<file path="src/rtl/rx_mtr_sweep_ctrl.sv">
// Sweep sequencer for the meander test generator / ADC receiver chain: steps M
// from m_start to m_end, measures RXP/RXN rising edges and AMP per step.
module rx_mtr_sweep_ctrl #(
  parameter int M_W    = 6,
  parameter int AMP_W  = 11,
  parameter int CNT_W  = 16,
  parameter int SETTLE = 4000,
  parameter int WIN    = 16384
) (
  input  logic             clk,
  input  logic             res,
  input  logic             go,
  input  logic             abort,
  input  logic [M_W-1:0]   m_start,
  input  logic [M_W-1:0]   m_end,
  input  logic             s_en,
  output logic             st,
  output logic [M_W-1:0]   M,
  output logic             S,
  output logic             rx_res,
  input  logic             RXP,
  input  logic             RXN,
  input  logic [AMP_W-1:0] AMP,
  output logic             busy,
  output logic             done,
  output logic             r_valid,
  input  logic             r_ready,
  output logic [M_W-1:0]   r_m,
  output logic [AMP_W-1:0] r_amp,
  output logic [CNT_W-1:0] r_np,
  output logic [CNT_W-1:0] r_nn
);

  localparam int TMAX  = (SETTLE > WIN) ? SETTLE : WIN;
  localparam int TMR_W = $clog2(TMAX);

  typedef enum logic [2:0] {ST_IDLE, ST_START, ST_SETTLE, ST_MEAS, ST_REPORT} state_t;

  state_t           state, state_nxt;
  logic [TMR_W-1:0] tmr;
  logic [M_W-1:0]   m_last;
  logic             dir_up;
  logic             p_prev, n_prev;
  logic [CNT_W-1:0] cnt_p, cnt_n, cnt_p_nxt, cnt_n_nxt;
  logic             accept, abort_now, tmr_zero, handshake, at_end;

  always_comb begin
    // NOTE: every signal gets a default first so no path leaves it unassigned (no latches).
    state_nxt = state;
    st        = 1'b0;
    rx_res    = 1'b0;
    accept    = go && !abort;
    abort_now = abort && (state != ST_IDLE);
    tmr_zero  = (tmr == '0);
    handshake = r_valid && r_ready;
    at_end    = (M == m_last);
    case (state)
      ST_IDLE:   if (accept) state_nxt = ST_START;
      ST_START: begin
        st        = 1'b1;
        rx_res    = 1'b1;
        state_nxt = ST_SETTLE;
      end
      ST_SETTLE: if (tmr_zero) state_nxt = ST_MEAS;
      ST_MEAS:   if (tmr_zero) state_nxt = ST_REPORT;
      ST_REPORT: if (handshake) state_nxt = at_end ? ST_IDLE : ST_START;
      default:   state_nxt = ST_IDLE;
    endcase
    if (abort_now) state_nxt = ST_IDLE;
  end

  // Edge counters saturate at all-ones; an edge on the current cycle is included.
  always_comb begin
    cnt_p_nxt = cnt_p;
    cnt_n_nxt = cnt_n;
    if (RXP && !p_prev && (cnt_p != '1)) cnt_p_nxt = cnt_p + CNT_W'(1);
    if (RXN && !n_prev && (cnt_n != '1)) cnt_n_nxt = cnt_n + CNT_W'(1);
  end

  // NOTE: sequential state uses non-blocking assignments so every register samples pre-edge values.
  always_ff @(posedge clk or posedge res) begin
    if (res) state <= ST_IDLE;
    else     state <= state_nxt;
  end

  always_ff @(posedge clk or posedge res) begin
    if (res) begin
      tmr     <= '0;
      m_last  <= '0;
      dir_up  <= 1'b0;
      p_prev  <= 1'b0;
      n_prev  <= 1'b0;
      cnt_p   <= '0;
      cnt_n   <= '0;
      M       <= '0;
      S       <= 1'b0;
      busy    <= 1'b0;
      done    <= 1'b0;
      r_valid <= 1'b0;
      r_m     <= '0;
      r_amp   <= '0;
      r_np    <= '0;
      r_nn    <= '0;
    end else begin
      done   <= 1'b0;
      p_prev <= RXP;
      n_prev <= RXN;
      if (abort_now) begin
        r_valid <= 1'b0;
        busy    <= 1'b0;
        S       <= 1'b0;
      end else begin
        case (state)
          ST_IDLE: if (accept) begin
            m_last <= m_end;
            dir_up <= (m_start <= m_end);
            M      <= m_start;
            S      <= s_en;
            busy   <= 1'b1;
          end
          ST_START: tmr <= TMR_W'(SETTLE - 1);
          ST_SETTLE: begin
            if (tmr_zero) begin
              cnt_p <= '0;
              cnt_n <= '0;
              tmr   <= TMR_W'(WIN - 1);
            end else begin
              tmr <= tmr - TMR_W'(1);
            end
          end
          ST_MEAS: begin
            cnt_p <= cnt_p_nxt;
            cnt_n <= cnt_n_nxt;
            if (tmr_zero) begin
              r_amp   <= AMP;
              r_np    <= cnt_p_nxt;
              r_nn    <= cnt_n_nxt;
              r_m     <= M;
              r_valid <= 1'b1;
            end else begin
              tmr <= tmr - TMR_W'(1);
            end
          end
          ST_REPORT: if (handshake) begin
            r_valid <= 1'b0;
            if (at_end) begin
              done <= 1'b1;
              busy <= 1'b0;
              S    <= 1'b0;
            end else begin
              M <= dir_up ? M + M_W'(1) : M - M_W'(1);
            end
          end
          default: ;
        endcase
      end
    end
  end

endmodule

</file>
<file path="config.mk">
export PLATFORM = sky130hd
export DESIGN_NAME = rx_mtr_sweep_ctrl
export DESIGN_NICKNAME = d
export VERILOG_FILES = /design/src/rtl/rx_mtr_sweep_ctrl.sv
export SDC_FILE = /design/constraint.sdc
export NUM_CORES = 1
export LEC_CHECK = 0
export ABC_AREA = 1
export BUFFER_PORTS_ARGS = -buffer_cell sky130_fd_sc_hd__buf_4
export CAP_MARGIN = 25
export CORE_ASPECT_RATIO = 1.4
export CORE_UTILIZATION = 50
export CTS_CLUSTER_SIZE = 30
export DETAILED_ROUTE_END_ITERATION = 12
export PLACE_DENSITY = 0.74
export SYNTH_ARGS = -nofsm -noshare
export SYNTH_HDL_FRONTEND = slang
export SYNTH_SLANG_ARGS = --single-unit
export TNS_END_PERCENT = 5
</file>
<file path="constraint.sdc">
create_clock -name clk -period 3.15 [get_ports clk]
set_input_delay 0.1575 -clock clk [delete_from_list [all_inputs] [get_ports clk]]
set_output_delay 0.1575 -clock clk [all_outputs]
set_load 0.005 [all_outputs]
</file>
==> out/qor.csv, run 1 <==
stage,metric,value,unit
status,run_status,"complete, no violations",
placement,dpl.hpwl,10600,um
pwr,p_total,0.00614,W
pwr,p_leak,4.52,nW
min_path,min_to,m_last[5]$_DFFE_PP0P_,
cts,clock-sinks,117,
cts,clkLatencyLatePin,420,ps
global_route,grt_pass1_vias,5975,
yosys,yosys.area_share.simple,37.9,%
sta,rsz0062_at_grt,false,
yosys,synth_xor_area_share,3.34,%
yosys,synth_top_family_by_area,simple AND/OR/NAND/NOR gates,
cts,clk_pin_slew,50,ps
yosys,synth-seq-cells,117,
yosys,synth_top_area_share,44.6,%
yosys,synthCells,924,
pwr,power_frac_comb,29.7,%
die,die_w,98.8,um
sta,slew_headroom,57.0,%
sta,finalCriticalPeriod,2240,ps
cts,cts_setup_buffers,0,
drt,ant_nets,0,
pwr,p_clk_share,33.2,%
yosys,synth-compound-area-share,3.20,%
worst_setup_path,worstSetupPathType,flop to flop,
sta,skew,9.22,ps
worst_setup_path,critical_path_required,3450,ps
finish,fin_nets,1083,
yosys,netlist_area,0.00656,mm^2
sta,clock.fmax,447,MHz
yosys,synth-seq-area-share,44.6,%
cts,cts-resized-gates,0,
yosys,yosysWarnings,0,
cts,cts.path.max_buffers,2,
worst_setup_path,r2r_slack,910,ps
yosys,avgSynthCellArea,7.10,um^2
sta,slew_violations,0,
drt,dr.pass1.iters,5,
die,die_h,138,um
cts,hold_buffers,20,
sta,worst_slew_pin_slew,645,ps
worst_setup_path,startpoint,cnt_n[0]$_DFFE_PP0P_,
pwr,cell_internal_pwr,0.00392,W
cts,h-tree-depth,4,
sta,setup_viol,0,
min_path,hp-class,input port to flop,
die,io-pin-count,92,
cts,cts_buffers,17,
worst_setup_path,r2r_end,r_nn[5]$_DFFE_PP0P_,
worst_setup_path,crit_arrival,2540,ps
yosys,synth_ff_type,dfrtp_1,
drt,routed_wl,15900,um
global_route,gr-total-overflow,0,
yosys,ys_types,27,
yosys,async_reset_ff_share,100,%
global_route,grt_pass1_wl,26900,um
global_route,antenna_found_initial,0,
sta,finalHoldViolCount,0,
sta,finalCritPeriodShare,71.0,%
finish,antennaDiodeCount,0,
worst_setup_path,rr_startpoint,cnt_n[0]$_DFFE_PP0P_,
min_path,hold_depth,3,
yosys,synth_edf_count,0,
job,drv_cap,0,
finish,syn_to_final_growth,24.9,%
yosys,yosys.area.top_type,dfrtp_1,
min_path,hold_start,m_end[5],
drt,via_count,6144,
placement,place_area,0.00737,mm^2
pwr,swShare,36.1,%
finish,design_area,0.00819,mm^2
drt,drt-initial-drc-count,318,
placement,place_congestion,0.874,
drt,vias_per_cell,5.11,
die,die_area,0.0136,mm^2
pwr,power_per_cell_area,749,mW/mm^2
worst_setup_path,start_kind,flop,
global_route,grt_max_degree,69,
yosys,synthTopCellsByArea,"dfrtp_1 (45%), nand2_1 (24%), nand3_1 (7.9%), inv_1 (5.0%), nor2_1 (3.9%)",
pwr,irDropWorstVdd,409,uV
die,core_area,0.0128,mm^2
cts,cts_tree,done,
yosys,syn_nets,970,
pwr,p_seq_share,37.2,%
global_route,track_usage,25.0,%
worst_setup_path,path_max_fanout,16,
finish,drive_above_1_share,14.7,%
worst_setup_path,ff2ff_path_depth,11,
yosys,synth-adder-area-share,2.98,%
yosys,synth_mux_area_share,0,%
sta,tns,0,ps
drt,wl_per_cell,13.2,um
die,start_util,51.2,%
die,num_rows,49,
drt,drt_drc_violations_left,0,
worst_setup_path,endpoint_kind,flop,
placement,io_buffers,91,
pwr,p_sw,0.00222,W
cts,cts-root-buf,clkbuf_16,
[power by group through the flow]
stage,combinational (W),sequential [W],clock (W)
6_report,0.00182,0.00228,0.00204
5_1_grt,0.00212,0.00234,0.00214
4_1_cts,0.00183,0.00227,0.00206
3_5_place_dp,0.00177,0.00228,0
3_3_place_gp,0.00172,0.00229,0
2_1_floorplan,0.00137,0.00218,0
[registers in the layout, indices dropped and copies added, names as in the netlist, 6 cells and up]
register  cells
cnt_n        16
cnt_p        16
r_nn         16
r_np         16
tmr          14
r_amp        11
M             6
m_last        6
r_m           6
[kinds of logic after synthesis]
group / after synthesis
flops: 117
simple gates: 611
xor+xnor: 25
compound gates: 37
buf+inv: 119
fa+ha+maj: 15
[placed cells by master, fill, tap and decap left out, drive strengths merged]
master,instances
o21ai,28
nand3,104
inv,94
clkbuf,23
clkinv,3
xor2,21
o211ai,2
or2,3
a21oi,6
nor2,71
dlygate4sd3,20
nand4,11
fa,1
nand2,416
xnor2,4
nor3,5
clkinvlp,3
dfrtp,117
buf,98
nor3b,1
bufinv,3
ha,14
a31oi,1
[layout make-up]
type	count	area [um^2]
inverter	95	360
multi-input combinational	688	3130
fill	1125	4620
sequential	117	2930
clock buffer	23	508
timing repair buffer	118	961
tap	153	191
clock inverter	8	120
[how the worst max path moves through the flow]
stage	endpoint	slack [ps]	cells after the start
6_report	r_nn[5]$_DFFE_PP0P_	910	11
5_1_grt	r_nn[6]$_DFFE_PP0P_	700	11
4_1_cts	r_np[0]$_DFFE_PP0P_	940	11
3_5_place_dp	r_nn[7]$_DFFE_PP0P_	960	11
3_3_place_gp	r_nn[5]$_DFFE_PP0P_	1020	11
2_1_floorplan	cnt_n[1]$_DFFE_PP0P_	1420	12
[per-layer routing]
metal / wire, um / vias to the layer above / GRT usage, %
met1: 6650 / 2828 / 29.0
met4: 414 / 0 / 11.2
met2: 8120 / 184 / 44.2
met3: 685 / 32 / 5.48
li1: - / 3100 / -
met5: 0 / - / 0
[critical path, stage by stage, from the launching register on]
cell and delay [ps]:
dfrtp_1 420, ha_1 280, nand3_1 160, inv_1 60, nand2_1 110, inv_1 50
nand2_1 110, nand2_2 210, inv_1 410, nand2_1 140, nand3_1 120, nand2_1 60
[per-stage QoR]
| stage | utilization, % | hold WS (ps) | instances | worst slack (ps) |
|---|---|---|---|---|
| after CTS | 63.9 | 27.8 | 1202 | 938 |
| final | 63.9 | 32.3 | 1202 | 913 |
| after global placement | 57.5 | 276 | 1151 | 1020 |
| after floorplan | - | 189 | 924 | 1420 |
| after global routing | 63.9 | 36.8 | 1202 | 701 |
| after detailed placement | 57.5 | 279 | 1151 | 957 |
[synthesized netlist by cell type (2+ instances only)]
| master | instances |
|---|---|
| dfrtp_1 | 117 |
| xnor2_1 | 4 |
| a21oi_1 | 6 |
| o21ai_2 | 5 |
| buf_6 | 5 |
| nor2_2 | 3 |
| clkbuf_1 | 3 |
| nor3_1 | 4 |
| nor2_1 | 68 |
| buf_4 | 6 |
| o211ai_1 | 2 |
| inv_2 | 7 |
| nand3_1 | 104 |
| ha_1 | 14 |
| nand2_2 | 3 |
| xor2_1 | 21 |
| nand4_1 | 11 |
| buf_2 | 10 |
| o21ai_0 | 22 |
| nand2_1 | 413 |
| inv_1 | 88 |
| or2_2 | 3 |
No activity file was read; power rests on OpenSTA's default activity.
==> inputs of run 2 (changes only) <==
Settings changed: ABC_AREA 1 to 0.
Clock period 3.15 ns to 2 ns, I/O delays scaled along.
==> out/qor.csv, run 2 <==
stage,metric,value,unit,change
status,run_status,"complete, no violations",,
die,die_area,0.0130,mm^2,-4.6%
pwr,power_per_cell_area,889,mW/mm^2,+19%
worst_setup_path,critical_path_required,2290,ps,-1160 ps
placement,place_area,0.00741,mm^2,+0.61%
worst_setup_path,ff2ff_path_depth,5,,-6
finish,final_common_cell,buf_4,,
sta,finalCriticalPeriod,1950,ps,-289 ps
cts,clock-sinks,117,,unchanged
cts,clkLatencyLatePin,420,ps,about the same
cts,h-tree-depth,4,,unchanged
yosys,synthTopCellsByArea,"dfrtp_1 (47%), o21ai_0 (5.8%), nand2_1 (4.7%), xnor2_1 (3.9%), ha_1 (2.8%)",,
finish,layout_common_cells,"buf_4 (143), dfrtp_1 (117), nand2_1 (78)",,
pwr,p_leak,3.88,nW,-14%
sta,tns,0,ps,unchanged
sta,slew_headroom,64.6,%,+7.6 points
drt,routed_wl,15600,um,-1.4%
yosys,synth_top_area_share,46.8,%,+2.2 points
job,drv_cap,0,,unchanged
sta,skew,7.80,ps,-1.42 ps
sta,slew_violations,0,,unchanged
sta,clock.fmax,513,MHz,+15%
yosys,syn_nets,702,,-28%
worst_setup_path,crit_chain,nand2b_1 > a2111oi_4 > o31ai_2 > a311oi_1 > nor3_1,,
die,num_rows,48,,-2.0%
finish,final_util,68.4,%,+4.4 points
die,die_h,134,um,-2.3%
cts,clk_pin_slew,50,ps,about the same
yosys,avgSynthCellArea,9.53,um^2,+34%
worst_setup_path,crit_end,M[5]$_DFFE_PP0P_,,
yosys,yosysWarnings,0,,unchanged
yosys,synthTopCellsByCount,"dfrtp_1 (117), nand2_1 (78), o21ai_0 (73)",,
sta,setup_viol,0,,unchanged
drt,dr.pass1.iters,5,,unchanged
die,die_w,96.5,um,-2.3%
worst_setup_path,endpoint_kind,flop,,
finish,syn_to_final_growth,34.0,%,
worst_setup_path,path_max_fanout,8,,-8
cts,cts-root-buf,clkbuf_16,,
finish,antennaDiodeCount,0,,unchanged
yosys,synth_ff_type,dfrtp_1,,
placement,place_congestion,0.895,,+2.4%
worst_setup_path,slowest_delay,480,ps,+60 ps
sta,finalHoldViolCount,0,,unchanged
yosys,async_reset_ff_share,100,%,unchanged
yosys,synth_edf_count,0,,unchanged
worst_setup_path,critPathSlowestCell,dfrtp_1,,
drt,drt-initial-drc-count,320,,+0.63%
yosys,yosysMostFrequentCell,dfrtp_1,,
worst_setup_path,crit_arrival,2240,ps,-300 ps
cts,cts.path.max_buffers,2,,unchanged
sta,fin_ws,51.8,ps,-861 ps
global_route,grt_max_degree,76,,+10%
min_path,hp-class,input port to flop,,
sta,worst_slew_pin_slew,530,ps,-115 ps
placement,dpl.hpwl,10700,um,+0.79%
global_route,grt_pass1_wl,26000,um,-3.3%
sta,finalCritPeriodShare,97.4,%,+26 points
worst_setup_path,startpoint,state[2]$_DFFE_PP0P_,,
worst_setup_path,r2r_end,M[5]$_DFFE_PP0P_,,
yosys,yosys.area.top_type,dfrtp_1,,
pwr,irDropWorstVdd,590,uV,+44%
yosys,synthCells,656,,-29%
worst_setup_path,worstSetupPathType,flop to flop,,
sta,rsz0062_at_grt,true,,
global_route,antenna_found_initial,0,,unchanged
finish,design_area,0.00838,mm^2,+2.2%
worst_setup_path,rr_startpoint,state[2]$_DFFE_PP0P_,,
die,io-pin-count,92,,unchanged
global_route,grt_pass1_vias,5749,,-3.8%
worst_setup_path,r2r_slack,50,ps,-860 ps
cts,cts_buffers,17,,unchanged
die,start_util,51.0,%,-0.16 points
drt,wl_per_cell,16.0,um,+21%
drt,drt_drc_violations_left,0,,unchanged
yosys,netlist_area,0.00625,mm^2,-4.7%
cts,cts_tree,done,,
drt,via_count,5627,,-8.4%
global_route,track_usage,25.9,%,+0.90 points
global_route,gr-total-overflow,0,,unchanged
drt,ant_nets,0,,unchanged
yosys,synth-seq-cells,117,,unchanged
drt,vias_per_cell,5.77,,+13%
die,core_area,0.0123,mm^2,-4.4%
finish,fin_nets,859,,-21%
yosys,ys_types,71,,+160%
yosys,synth-seq-area-share,46.8,%,+2.2 points
placement,io_buffers,91,,unchanged
finish,drive_above_1_share,27.1,%,+12 points
placement,pre_cts_slack,-239,ps,-1200 ps
worst_setup_path,start_kind,flop,,
[run 2: critical path, delay by kind of cell, from the launching register on]
| kind | cells | cell delay [ps] |
|---|---|---|
| AOI/OAI and AO/OA | 3 | 1000 |
| DFF | 1 | 480 |
| and+or+nand+nor | 2 | 350 |
[run 2: kinds of logic (layout without fill, tap and decap cells)]
kind of cell               after synthesis  after routing  synth area share [%]
muxes                                   26             26                  5.12
AOI/OAI and AO/OA                      185            185                  18.1
DFF                                    117            117                  46.8
adders and majority gates               15             15                  3.12
xor gates and xnor gates                36             36                  5.04
buffers and inverters                   60            230                  4.14
and+or+nand+nor                        217            217                  17.7
[run 2: metrics by stage]
| stage | total power [W] | std cells | hold WS, ps |
|---|---|---|---|
| finish | 0.00745 | 976 | 31.3 |
| global route | 0.00780 | 976 | 35.8 |
| CTS | 0.00745 | 973 | 15.3 |
| detailed placement | 0.00423 | 919 | 172 |
| global placement | 0.00415 | 919 | 167 |
| floorplan | 0.00368 | 656 | 131 |
[run 2: power breakdown]
group	total [W]	leakage (nW)	switching, W	internal (W)
clock network	0.00316	0.294	0.00111	0.00205
logic	0.00145	2.05	0.000756	0.000696
registers	0.00283	1.54	0.000241	0.00259
total	0.00745	3.88	0.00211	0.00534
[run 2: worst min path at each step]
| stage | from | end | slack [ps] | cells after the start |
|---|---|---|---|---|
| 2_1_floorplan | RXN | n_prev$_DFF_PP0_ | 130 | 0 |
| 3_3_place_gp | res | r_np[12]$_DFFE_PP0P_ | 170 | 2 |
| 3_5_place_dp | res | r_np[13]$_DFFE_PP0P_ | 170 | 2 |
| 4_1_cts | m_start[3] | M[3]$_DFFE_PP0P_ | 20 | 3 |
| 5_1_grt | r_ready | state[2]$_DFFE_PP0P_ | 40 | 3 |
| 6_report | m_start[3] | M[3]$_DFFE_PP0P_ | 30 | 3 |
[run 2: repair_timing]
item,in CTS,in global routing
pin swaps,0,3
endpoints found under the setup margin,17,73
cloned,0,0
gates resized for setup,6,22
hold endpoints to repair,42,0
hold buffers,22,0
buffers inserted,0,3
[run 2: metal layers]
metal | track usage [%] | share of wire, %
met3 | 6.24 | 4.6
met4 | 12.3 | 3.4
met2 | 44.9 | 52
met5 | 0 | 0
met1 | 29.2 | 40
[run 2: cell type report]
class	count	area, um^2
clock buffer	20	467
clock inverter	12	153
fill	933	3870
inverter	30	116
multi-input combinational	479	3170
sequential	117	2930
tap	150	188
timing repair buffer	168	1350
==> inputs of run 3 (changes only) <==
Settings changed: CELL_PAD_IN_SITES_DETAIL_PLACEMENT from default to 0, CELL_PAD_IN_SITES_GLOBAL_PLACEMENT from default to 1, CORE_UTILIZATION 50 to 40, PLACE_DENSITY 0.74 to default, PLACE_DENSITY_LB_ADDON from default to 0.1.
==> out/qor.csv, run 3 (synthesized netlist as in run 2, its figures left out) <==
stage,metric,value,unit,change
sta,fin_ws,87.1,ps,+35.3 ps
worst_setup_path,crit_family,simple AND/OR/NAND/NOR gates,,
sta,finalCriticalPeriod,1910,ps,-35.3 ps
drt,drt_drc_violations_left,0,,unchanged
min_path,hold_start,r_ready,,
min_path,hp-class,input port to flop,,
finish,fin_nets,859,,unchanged
global_route,antenna_found_initial,0,,unchanged
global_route,grt_pass1_wl,25900,um,-0.61%
finish,final_cell_count_no_fill,1018,,+4.3%
sta,tns,0,ps,unchanged
die,die_area,0.0161,mm^2,+25%
drt,wl_per_cell,15.4,um,-3.7%
finish,drive_above_1_share,25.4,%,-1.7 points
global_route,gr-total-overflow,0,,unchanged
cts,clk_pin_slew,60,ps,about the same
worst_setup_path,startpoint,tmr[0]$_DFFE_PP0P_,,
sta,skew,10.9,ps,+3.10 ps
sta,worst_slew_pin_slew,661,ps,+131 ps
cts,clock-sinks,117,,unchanged
status,run_status,"complete, no violations",,
worst_setup_path,path_max_fanout,14,,+6
placement,pre_cts_slack,74.9,ps,+314 ps
worst_setup_path,start_kind,flop,,
global_route,track_usage,20.7,%,-5.2 points
worst_setup_path,critPathBufInv,3,,+3
drt,routed_wl,15700,um,+0.45%
worst_setup_path,crit_chain,inv_1 > ha_1 > nor2b_1 > and4_1 > buf_4 > o21ai_1 > buf_4 > o21ai_1 > o31ai_1,,
drt,dr.pass1.iters,4,,-1
global_route,grt_max_degree,44,,-42%
placement,io_buffers,91,,unchanged
pwr,power_per_cell_area,883,mW/mm^2,-0.70%
finish,syn_to_final_growth,34.1,%,about the same
worst_setup_path,r2r_slack,90,ps,+40 ps
cts,cts.path.max_buffers,2,,unchanged
finish,antennaDiodeCount,0,,unchanged
die,die_h,150,um,+12%
job,drv_cap,0,,unchanged
sta,clock.fmax,523,MHz,+1.8%
sta,slew_headroom,55.9,%,-8.7 points
worst_setup_path,ff2ff_path_depth,9,,+4
sta,rsz0062_at_grt,true,,
worst_setup_path,r2r_end,cnt_n[11]$_DFFE_PP0P_,,
worst_setup_path,endpoint_kind,flop,,
die,num_rows,53,,+10%
sta,finalHoldViolCount,0,,unchanged
finish,final_common_cell,buf_4,,
worst_setup_path,critPathSlowestCell,dfrtp_1,,
worst_setup_path,worstSetupPathType,flop to flop,,
worst_setup_path,crit_arrival,2210,ps,-30 ps
cts,cts_buffers,17,,unchanged
sta,hold_ws,32.6,ps,+1.25 ps
drt,via_count,5407,,-3.9%
min_path,min_to,state[2]$_DFFE_PP0P_,,
cts,h-tree-depth,4,,unchanged
die,io-pin-count,92,,unchanged
drt,vias_per_cell,5.31,,-7.9%
pwr,p_leak,3.86,nW,-0.52%
drt,ant_nets,0,,unchanged
placement,place_congestion,0.872,,-2.6%
cts,cts-root-buf,clkbuf_16,,
placement,place_inst,961,,+4.6%
die,core_area,0.0151,mm^2,+23%
die,start_util,41.4,%,-9.7 points
sta,setup_viol,0,,unchanged
global_route,grt_pass1_vias,5428,,-5.6%
cts,clkLatencyLatePin,430,ps,about the same
finish,layout_common_cells,"buf_4 (137), dfrtp_1 (117), nand2_1 (78)",,
sta,slew_violations,0,,unchanged
cts,cts_tree,done,,
sta,finalCritPeriodShare,95.6,%,-1.8 points
placement,dpl.hpwl,11300,um,+5.9%
worst_setup_path,critical_path_required,2300,ps,about the same
worst_setup_path,rr_startpoint,tmr[0]$_DFFE_PP0P_,,
min_path,hold_depth,3,,unchanged
drt,drt-initial-drc-count,183,,-43%
worst_setup_path,slowest_delay,420,ps,-60 ps
die,die_w,108,um,+12%
pwr,irDropWorstVdd,511,uV,-13%
[run 3: timing repair]
action,in CTS,in global routing
gates resized for setup,0,6
setup endpoints to repair,0,9
setup buffers,0,0
hold buffers,25,0
endpoints found under the hold margin,49,0
[run 3: worst max path at each step]
stage,end,depth (start not counted)
3_3_place_gp,tmr[12]$_DFFE_PP0P_,6
3_5_place_dp,cnt_n[1]$_DFFE_PP0P_,7
2_1_floorplan,r_amp[0]$_DFFE_PP0P_,7
5_1_grt,cnt_n[13]$_DFFE_PP0P_,8
4_1_cts,cnt_n[1]$_DFFE_PP0P_,7
6_report,cnt_n[11]$_DFFE_PP0P_,9
[run 3: layout make-up]
cell class                      count  area [um^2]
Sequential cell                   117         2930
Fill cell                        1354         6740
Multi-Input combinational cell    479         3080
Inverter                           30          116
Clock buffer                       18          439
Timing Repair Buffer              168         1400
Tap cell                          192          240
Clock inverter                     14          184
[run 3: power breakdown]
part	internal, W	switching, W	leakage, nW	total (W)
Clock	0.00210	0.00111	0.297	0.00322
Combinational	0.000652	0.000702	2.02	0.00135
Sequential	0.00259	0.000237	1.54	0.00283
Total	0.00535	0.00205	3.86	0.00740
[run 3: metrics by stage]
step	area, um^2	utilization (%)	total power (W)
final	8380	55.4	0.00740
after global routing	8380	55.4	0.00777
after CTS	8370	55.4	0.00749
after detailed placement	7500	49.6	0.00418
after global placement	7500	49.6	0.00414
after floorplan	6260	-	0.00368
[run 3: routing by layer]
metal | track usage [%] | vias to the layer above | part of all wire (%)
met3 | 5.18 | 23 | 3.5
li1 | - | 2678 | -
met2 | 37.1 | 91 | 52
met5 | 0 | - | 0
met1 | 23.4 | 2615 | 43
met4 | 7.53 | 0 | 1.7
[run 3: worst register-to-register path, cell delays in order, from the launching register on]
cell and delay (ps):
dfrtp_1 420, inv_1 100, ha_1 130, nor2b_1 210
and4_1 270, buf_4 130, o21ai_1 50, buf_4 200
o21ai_1 190, o31ai_1 90
